File: config.mk
export PLATFORM = sky130hd
export DESIGN_NAME = uart_tx_sched
export DESIGN_NICKNAME = d
export VERILOG_FILES = /design/src/rtl/uart_pkg.sv /design/src/rtl/uart_rr_pick.sv /design/src/rtl/uart_tx_sched.sv
export SDC_FILE = /design/constraint.sdc
export NUM_CORES = 1
export LEC_CHECK = 0
export ABC_AREA = 1
export BUFFER_PORTS_ARGS = -buffer_cell sky130_fd_sc_hd__buf_4
export CORE_UTILIZATION = 40
export CTS_CLUSTER_SIZE = 12
export DETAILED_ROUTE_END_ITERATION = 16
export GPL_TIMING_DRIVEN = 0
export PLACE_DENSITY = 0.72
export RECOVER_POWER = 50
export SKIP_CTS_REPAIR_TIMING = 1
export SYNTH_ARGS = -nofsm -noshare
export SYNTH_HDL_FRONTEND = slang
export SYNTH_SLANG_ARGS = --single-unit
File: constraint.sdc
create_clock -name clk -period 2.2 [get_ports clk]
set_input_delay 0 -clock clk [delete_from_list [all_inputs] [get_ports clk]]
set_output_delay 0 -clock clk [all_outputs]
set_load 0.005 [all_outputs]
File: src/rtl/uart_pkg.sv
// Shared types and helpers for the UART transmit scheduler.
//   sched_state_t : scheduler FSM states
//   UART_DATA_W   : width of one UART payload byte
//   id_width()    : requester-index width that never collapses to zero bits
package uart_pkg;

    localparam int UART_DATA_W = 8;

    typedef enum logic [1:0] {
        IDLE      = 2'd0,
        LAUNCH    = 2'd1,
        WAIT_DONE = 2'd2
    } sched_state_t;

    // $clog2 returns 0 for a single requester; an index always needs one bit.
    function automatic int id_width(input int n);
        return (n <= 2) ? 1 : $clog2(n);
    endfunction

endpackage

File: src/rtl/uart_rr_pick.sv
// Combinational round-robin selector.
// Ports:
//   req   (in)  : pending-request vector, one bit per requester
//   ptr   (in)  : index of the most recent winner
//   found (out) : at least one request bit is set
//   idx   (out) : first set bit searching upward from ptr+1, wrapping
module uart_rr_pick #(
    parameter int NUM_REQ = 4,
    parameter int IDX_W   = 2
) (
    input  logic [NUM_REQ-1:0] req,
    input  logic [IDX_W-1:0]   ptr,
    output logic               found,
    output logic [IDX_W-1:0]   idx
);

    // Walk the requesters starting just after the last winner so the previous
    // owner is considered last; the first hit is kept and later hits ignored.
    always_comb begin
        int         cand;
        logic [IDX_W-1:0] cand_idx;
        found    = 1'b0;
        idx      = '0;
        cand     = 0;
        cand_idx = '0;
        for (int k = 1; k <= NUM_REQ; k++) begin
            cand     = (int'(ptr) + k) % NUM_REQ;
            cand_idx = IDX_W'(cand);
            if (!found && req[cand_idx]) begin
                found = 1'b1;
                idx   = cand_idx;
            end
        end
    end

endmodule

File: src/rtl/uart_tx_sched.sv
// Shares one UART transmitter among NUM_REQ byte producers.
// Ports:
//   clk, rst     : system clock, synchronous active-high reset
//   req_valid    : per-requester byte pending
//   req_data     : per-requester byte, requester i in [8i+7:8i]
//   req_ready    : one-cycle pulse, byte of requester i accepted
//   req_done     : one-cycle pulse, frame of requester i completed
//   grant_id     : requester currently owning the transmitter
//   busy         : scheduler is not idle
//   timeout_err  : one-cycle pulse when the watchdog aborts a frame
//   newd, tx_data: request/byte towards the transmitter
//   donetx       : transmitter status, low while a frame is in flight
module uart_tx_sched
    import uart_pkg::*;
#(
    parameter int NUM_REQ        = 4,
    parameter int TIMEOUT_CYCLES = 1024
) (
    input  logic                       clk,
    input  logic                       rst,
    input  logic [NUM_REQ-1:0]         req_valid,
    input  logic [8*NUM_REQ-1:0]       req_data,
    output logic [NUM_REQ-1:0]         req_ready,
    output logic [NUM_REQ-1:0]         req_done,
    output logic [$clog2(NUM_REQ)-1:0] grant_id,
    output logic                       busy,
    output logic                       timeout_err,
    output logic                       newd,
    output logic [UART_DATA_W-1:0]     tx_data,
    input  logic                       donetx
);

    localparam int IDX_W = id_width(NUM_REQ);
    localparam int WD_W  = $clog2(TIMEOUT_CYCLES + 1);
    localparam logic [WD_W-1:0] WD_LAST = WD_W'(TIMEOUT_CYCLES - 1);

    sched_state_t           state_q, state_d;
    logic [IDX_W-1:0]       ptr_q, ptr_d;
    logic [IDX_W-1:0]       grant_q, grant_d;
    logic [UART_DATA_W-1:0] data_q, data_d;
    logic                   newd_q, newd_d;
    logic [NUM_REQ-1:0]     ready_q, ready_d;
    logic [NUM_REQ-1:0]     done_q, done_d;
    logic                   tout_q, tout_d;
    logic [WD_W-1:0]        wdog_q, wdog_d;

    logic                   pick_found;
    logic [IDX_W-1:0]       pick_idx;

    uart_rr_pick #(
        .NUM_REQ (NUM_REQ),
        .IDX_W   (IDX_W)
    ) u_pick (
        .req   (req_valid),
        .ptr   (ptr_q),
        .found (pick_found),
        .idx   (pick_idx)
    );

    // All scheduler state lives here; reset returns to idle with the pointer
    // on the last requester so requester 0 wins the first arbitration.
    always_ff @(posedge clk) begin
        if (rst) begin
            state_q <= IDLE;
            ptr_q   <= IDX_W'(NUM_REQ - 1);
            grant_q <= '0;
            data_q  <= '0;
            newd_q  <= 1'b0;
            ready_q <= '0;
            done_q  <= '0;
            tout_q  <= 1'b0;
            wdog_q  <= '0;
        end else begin
            state_q <= state_d;
            ptr_q   <= ptr_d;
            grant_q <= grant_d;
            data_q  <= data_d;
            newd_q  <= newd_d;
            ready_q <= ready_d;
            done_q  <= done_d;
            tout_q  <= tout_d;
            wdog_q  <= wdog_d;
        end
    end

    // Next-state logic. Pulses default low every cycle. In both wait states the
    // transmitter's answer is checked before the watchdog, so a frame finishing
    // on the very last allowed cycle completes normally instead of aborting.
    // Equality compares keep an unknown donetx from counting as an answer.
    always_comb begin
        state_d = state_q;
        ptr_d   = ptr_q;
        grant_d = grant_q;
        data_d  = data_q;
        newd_d  = newd_q;
        ready_d = '0;
        done_d  = '0;
        tout_d  = 1'b0;
        wdog_d  = wdog_q;

        case (state_q)
            IDLE: begin
                newd_d = 1'b0;
                if (pick_found) begin
                    ready_d = NUM_REQ'(1) << pick_idx;
                    grant_d = pick_idx;
                    data_d  = req_data[UART_DATA_W*int'(pick_idx) +: UART_DATA_W];
                    ptr_d   = pick_idx;
                    newd_d  = 1'b1;
                    wdog_d  = '0;
                    state_d = LAUNCH;
                end
            end

            LAUNCH: begin
                newd_d = 1'b1;
                if (donetx == 1'b0) begin
                    newd_d  = 1'b0;
                    wdog_d  = '0;
                    state_d = WAIT_DONE;
                end else if (wdog_q == WD_LAST) begin
                    tout_d  = 1'b1;
                    newd_d  = 1'b0;
                    wdog_d  = '0;
                    state_d = IDLE;
                end else begin
                    wdog_d = wdog_q + 1'b1;
                end
            end

            WAIT_DONE: begin
                newd_d = 1'b0;
                if (donetx == 1'b1) begin
                    done_d  = NUM_REQ'(1) << grant_q;
                    state_d = IDLE;
                end else if (wdog_q == WD_LAST) begin
                    tout_d  = 1'b1;
                    wdog_d  = '0;
                    state_d = IDLE;
                end else begin
                    wdog_d = wdog_q + 1'b1;
                end
            end

            default: begin
                newd_d  = 1'b0;
                state_d = IDLE;
            end
        endcase
    end

    assign busy        = (state_q != IDLE);
    assign req_ready   = ready_q;
    assign req_done    = done_q;
    assign grant_id    = grant_q;
    assign timeout_err = tout_q;
    assign newd        = newd_q;
    assign tx_data     = data_q;

endmodule

==> impl_table.tex <==
\begin{tabular}{lr}
\hline
Metric & Value \\
\hline
\multicolumn{2}{l}{\textbf{STA}} \\
Max Clk Rate & 524 MHz \\
Final count of hold timing violations & 0 \\
Transition time at the pin with the least slew margin & 0.457 ns \\
Final setup fails & 0 \\
Crit share post-route & 86.7\% \\
Max-slew violations & 0 \\
Setup repair after global routing missed its margin & false \\
Setup\_tns & 0 ns \\
Min cycle time layout & 1.91 ns \\
Least setup slack across all paths after layout & 0.293 ns \\
Slew headroom & 69.5\% \\
Setup Skew & 0.00338 ns \\
\multicolumn{2}{l}{\textbf{Floorplanning}} \\
Floorplan row count & 26 \\
Core Region & 5170 µm² \\
\# IOs & 60 \\
Height of the die & 75.7 µm \\
Die Footprint & 5730 µm² \\
Die width & 75.7 µm \\
Initial Util & 42.0\% \\
\multicolumn{2}{l}{\textbf{Setup path}} \\
Endpoint kind of the worst setup timing path & flip-flop \\
Top fanout value on the critical path & 10 \\
Critical path launch point type & flip-flop \\
Arrival time of data at the critical path endpoint & 2.08 ns \\
Crit-path cells & inv\_2 > nand2\_1 > nand2\_2 > nand2\_1 > nand2\_2 > inv\_2 > nand3\_4 > nand2\_4 > inv\_2 > nor2\_2 > a21oi\_1 \\
Critical path's most frequent cell & inv\_2 \\
Slowest cell on the critical path & dfxtp\_1 \\
Path type of the worst setup path & reg2reg \\
Maximum single-stage delay on the critical path & 0.47 ns \\
Endpoint required time on the critical path & 2.37 ns \\
\multicolumn{2}{l}{\textbf{Logic synthesis}} \\
Mean instance size in the synthesized netlist & 6.66 µm² \\
Dominant synthesized flop cell & dfxtp\_1 \\
Post-synthesis cell type with the largest combined area & dfxtp\_1 \\
Cell area after technology mapping & 2170 µm² \\
Main area contributors after synthesis & dfxtp\_1 (32\%), nand2\_1 (13\%), nand3\_1 (12\%) \\
Synthesized netlist cell count & 326 \\
Proportion of register bits with asynchronous set or reset after synthesis & 0\% \\
Yosys warnings & 0 \\
Yosys cell types & 35 \\
Sequential area share after synthesis & 32.3\% \\
Share of Yosys cell area claimed by the top area cell type & 32.3\% \\
Number of enable-type register cells in the synthesized netlist & 0 \\
Post-synthesis net count & 370 \\
Synth Register Bits & 35 \\
\multicolumn{2}{l}{\textbf{Layout}} \\
Layout-stage area growth over the synthesis result & 28.1\% \\
ANT cells & 0 \\
Filler Cells Inserted & 507 \\
FF/Latch Area & 701 µm² \\
Highest-count cells in the layout ignoring fill and taps & nand2\_1 (78), nand3\_1 (52), inv\_1 (45), buf\_4 (41), dfxtp\_1 (35) \\
Multi-input logic area & 1210 µm² \\
Layout cells sized above 1 & 26.6\% \\
Most common cell after layout, fill and taps aside & nand2\_1 \\
Layout Nets & 437 \\
\multicolumn{2}{l}{\textbf{Clocking}} \\
TritonCTS clock tree & yes \\
Number of buffers inserted during clock tree synthesis & 5 \\
Clk buf depth & 2 \\
Register clock-pin slew on the reported worst setup and hold paths & 0.07 ns \\
Clock Latency Late Sink & 0.28 ns \\
Root cell of the clock tree & clkbuf\_8 \\
Number of H-tree levels & 2 \\
Sink Count & 35 \\
\multicolumn{2}{l}{\textbf{Detailed routing}} \\
Number of antenna-violating nets in the routed design & 0 \\
Routed Wire Length & 4.93 mm \\
Via count & 2195 \\
Number of DRC violations after detailed-routing iteration 0 & 79 \\
Routed wirelength normalized by instance count & 10.6 µm \\
Via count normalized by instance count & 4.73 \\
DRC Markers & 0 \\
Number of iterations in the first detailed-routing pass & 4 \\
\multicolumn{2}{l}{\textbf{Power}} \\
Worst supply voltage drop on vdd & 0.000632 V \\
Portion of total power attributed to combinational logic & 64.6\% \\
Power per cell area & 1340 nW/µm² \\
Int Pwr & 0.00193 W \\
Power spent charging and discharging nets & 0.00178 W \\
Switching power as a share of total power & 48.0\% \\
Power share of the sequential group & 23.4\% \\
Leakage power of the design & 1.38 nW \\
Portion of total power attributed to the clock network & 12.0\% \\
\multicolumn{2}{l}{\textbf{GRT}} \\
Number of antenna violations at the first check in global routing & 0 \\
Global-route wire length before repair & 7.94 mm \\
Overflow left after global routing & 0 \\
Largest net degree at the start of global routing & 12 \\
Global Route Usage Sum & 17.8\% \\
Vias in the first global route & 1906 \\
\multicolumn{2}{l}{\textbf{Placement}} \\
Worst slack after detailed placement & 0.292 ns \\
Count of input and output buffers & 59 \\
Routability cong. & 0.812 \\
Post-detail-place hpwl & 3.86 mm \\
\multicolumn{2}{l}{\textbf{Job}} \\
Count of max-cap constraint violations & 0 \\
\multicolumn{2}{l}{\textbf{Outcome}} \\
Status & finished, final reports clean \\
\multicolumn{2}{l}{\textbf{Worst hold path}} \\
Worst min path class & in2reg \\
\hline
\end{tabular}
-- sequential cells by signal (all words and copies together) (netlist names) --
| register | cells |
|---|---|
| ptr_q | 2 |
| timeout_err | 1 |
| state_q | 2 |
| tx_data | 8 |
| req_done | 4 |
| grant_id | 2 |
| req_ready | 4 |
| wdog_q | 11 |
| newd | 1 |
-- critical path, delay by kind of cell (launching register included) --
family          cells  cell delay, ns
compound gates      1            0.11
buf+inv             3            0.34
flops               1            0.47
simple gates        7            0.89
-- worst paths after layout --
| check | start | to | slack [ns] | cells after the start |
|---|---|---|---|---|
| worst max register to register | ptr_q[1] | ptr_q[1] | 0.29 | 11 |
| worst max-delay path | ptr_q[1] | ptr_q[1] | 0.29 | 11 |
| worst min-delay path | req_data[7] | tx_data[7] | 0.05 | 5 |
| worst min register to register | tx_data[2] | tx_data[2] | 0.45 | 2 |
-- layer usage --
layer	GRT usage, %	vias up	routed length [µm]
li1	-	1166	-
met1	21.7	954	2300
met2	31.8	70	2260
met3	3.70	5	340
met4	4.94	0	32
met5	0	-	0
-- metrics by stage --
step / hold slack (ns) / power (W) / utilization [%] / area, µm² / instances
2_1_floorplan: 0.0779 / 0.00271 / - / 2170 / 326
3_3_place_gp: 0.266 / 0.00328 / 52.2 / 2700 / 455
3_5_place_dp: 0.260 / 0.00331 / 52.2 / 2700 / 455
4_1_cts: -0.0322 / 0.00377 / 53.9 / 2790 / 463
5_1_grt: 0.0574 / 0.00409 / 53.8 / 2780 / 464
6_report: 0.0496 / 0.00372 / 53.8 / 2780 / 464
-- kinds of logic (layout without fill, tap and decap cells) --
kind of cell,Yosys count,in the layout,synth area share [%]
buffers and inverters,59,127,12.2
and+or+nand+nor,202,202,46.1
AOI/OAI and AO/OA,24,24,6.22
adders and majority gates,5,5,2.88
DFF,35,35,32.3
xor gates and xnor gates,1,1,0.404
-- area by class of cell --
type / instances / area share [%]
multi-input cells: 232 / 43.4
flip-flops and latches: 35 / 25.2
repair buffers: 60 / 15.7
inverters: 51 / 6.97
well taps: 70 / 3.15
clock buffers: 6 / 2.61
plain buffers: 8 / 2.52
clock inverters: 2 / 0.450
-- power by group through the flow --
stage	clock, W	sequential [W]	combinational, W
floorplan	0	0.000879	0.00183
detailed placement	0	0.000886	0.00243
global placement	0	0.000884	0.00240
global route	0.000493	0.000892	0.00270
CTS	0.000458	0.000872	0.00244
finish	0.000448	0.000870	0.00240
-- Yosys cell counts, types with 2 or more instances --
| cell type | instances |
|---|---|
| nand3_4 | 2 |
| a21oi_1 | 11 |
| nor4_1 | 4 |
| nor3_1 | 3 |
| nor2_2 | 2 |
| buf_4 | 4 |
| nand2_1 | 78 |
| inv_1 | 45 |
| ha_1 | 5 |
| nand3_1 | 52 |
| inv_2 | 5 |
| nand4_1 | 3 |
| nor2_1 | 31 |
| dfxtp_1 | 35 |
| nand2_4 | 4 |
| or2_2 | 2 |
| nand2_2 | 17 |
| o31ai_1 | 2 |
| o21ai_0 | 5 |
Power figures use the tool's default switching activity.
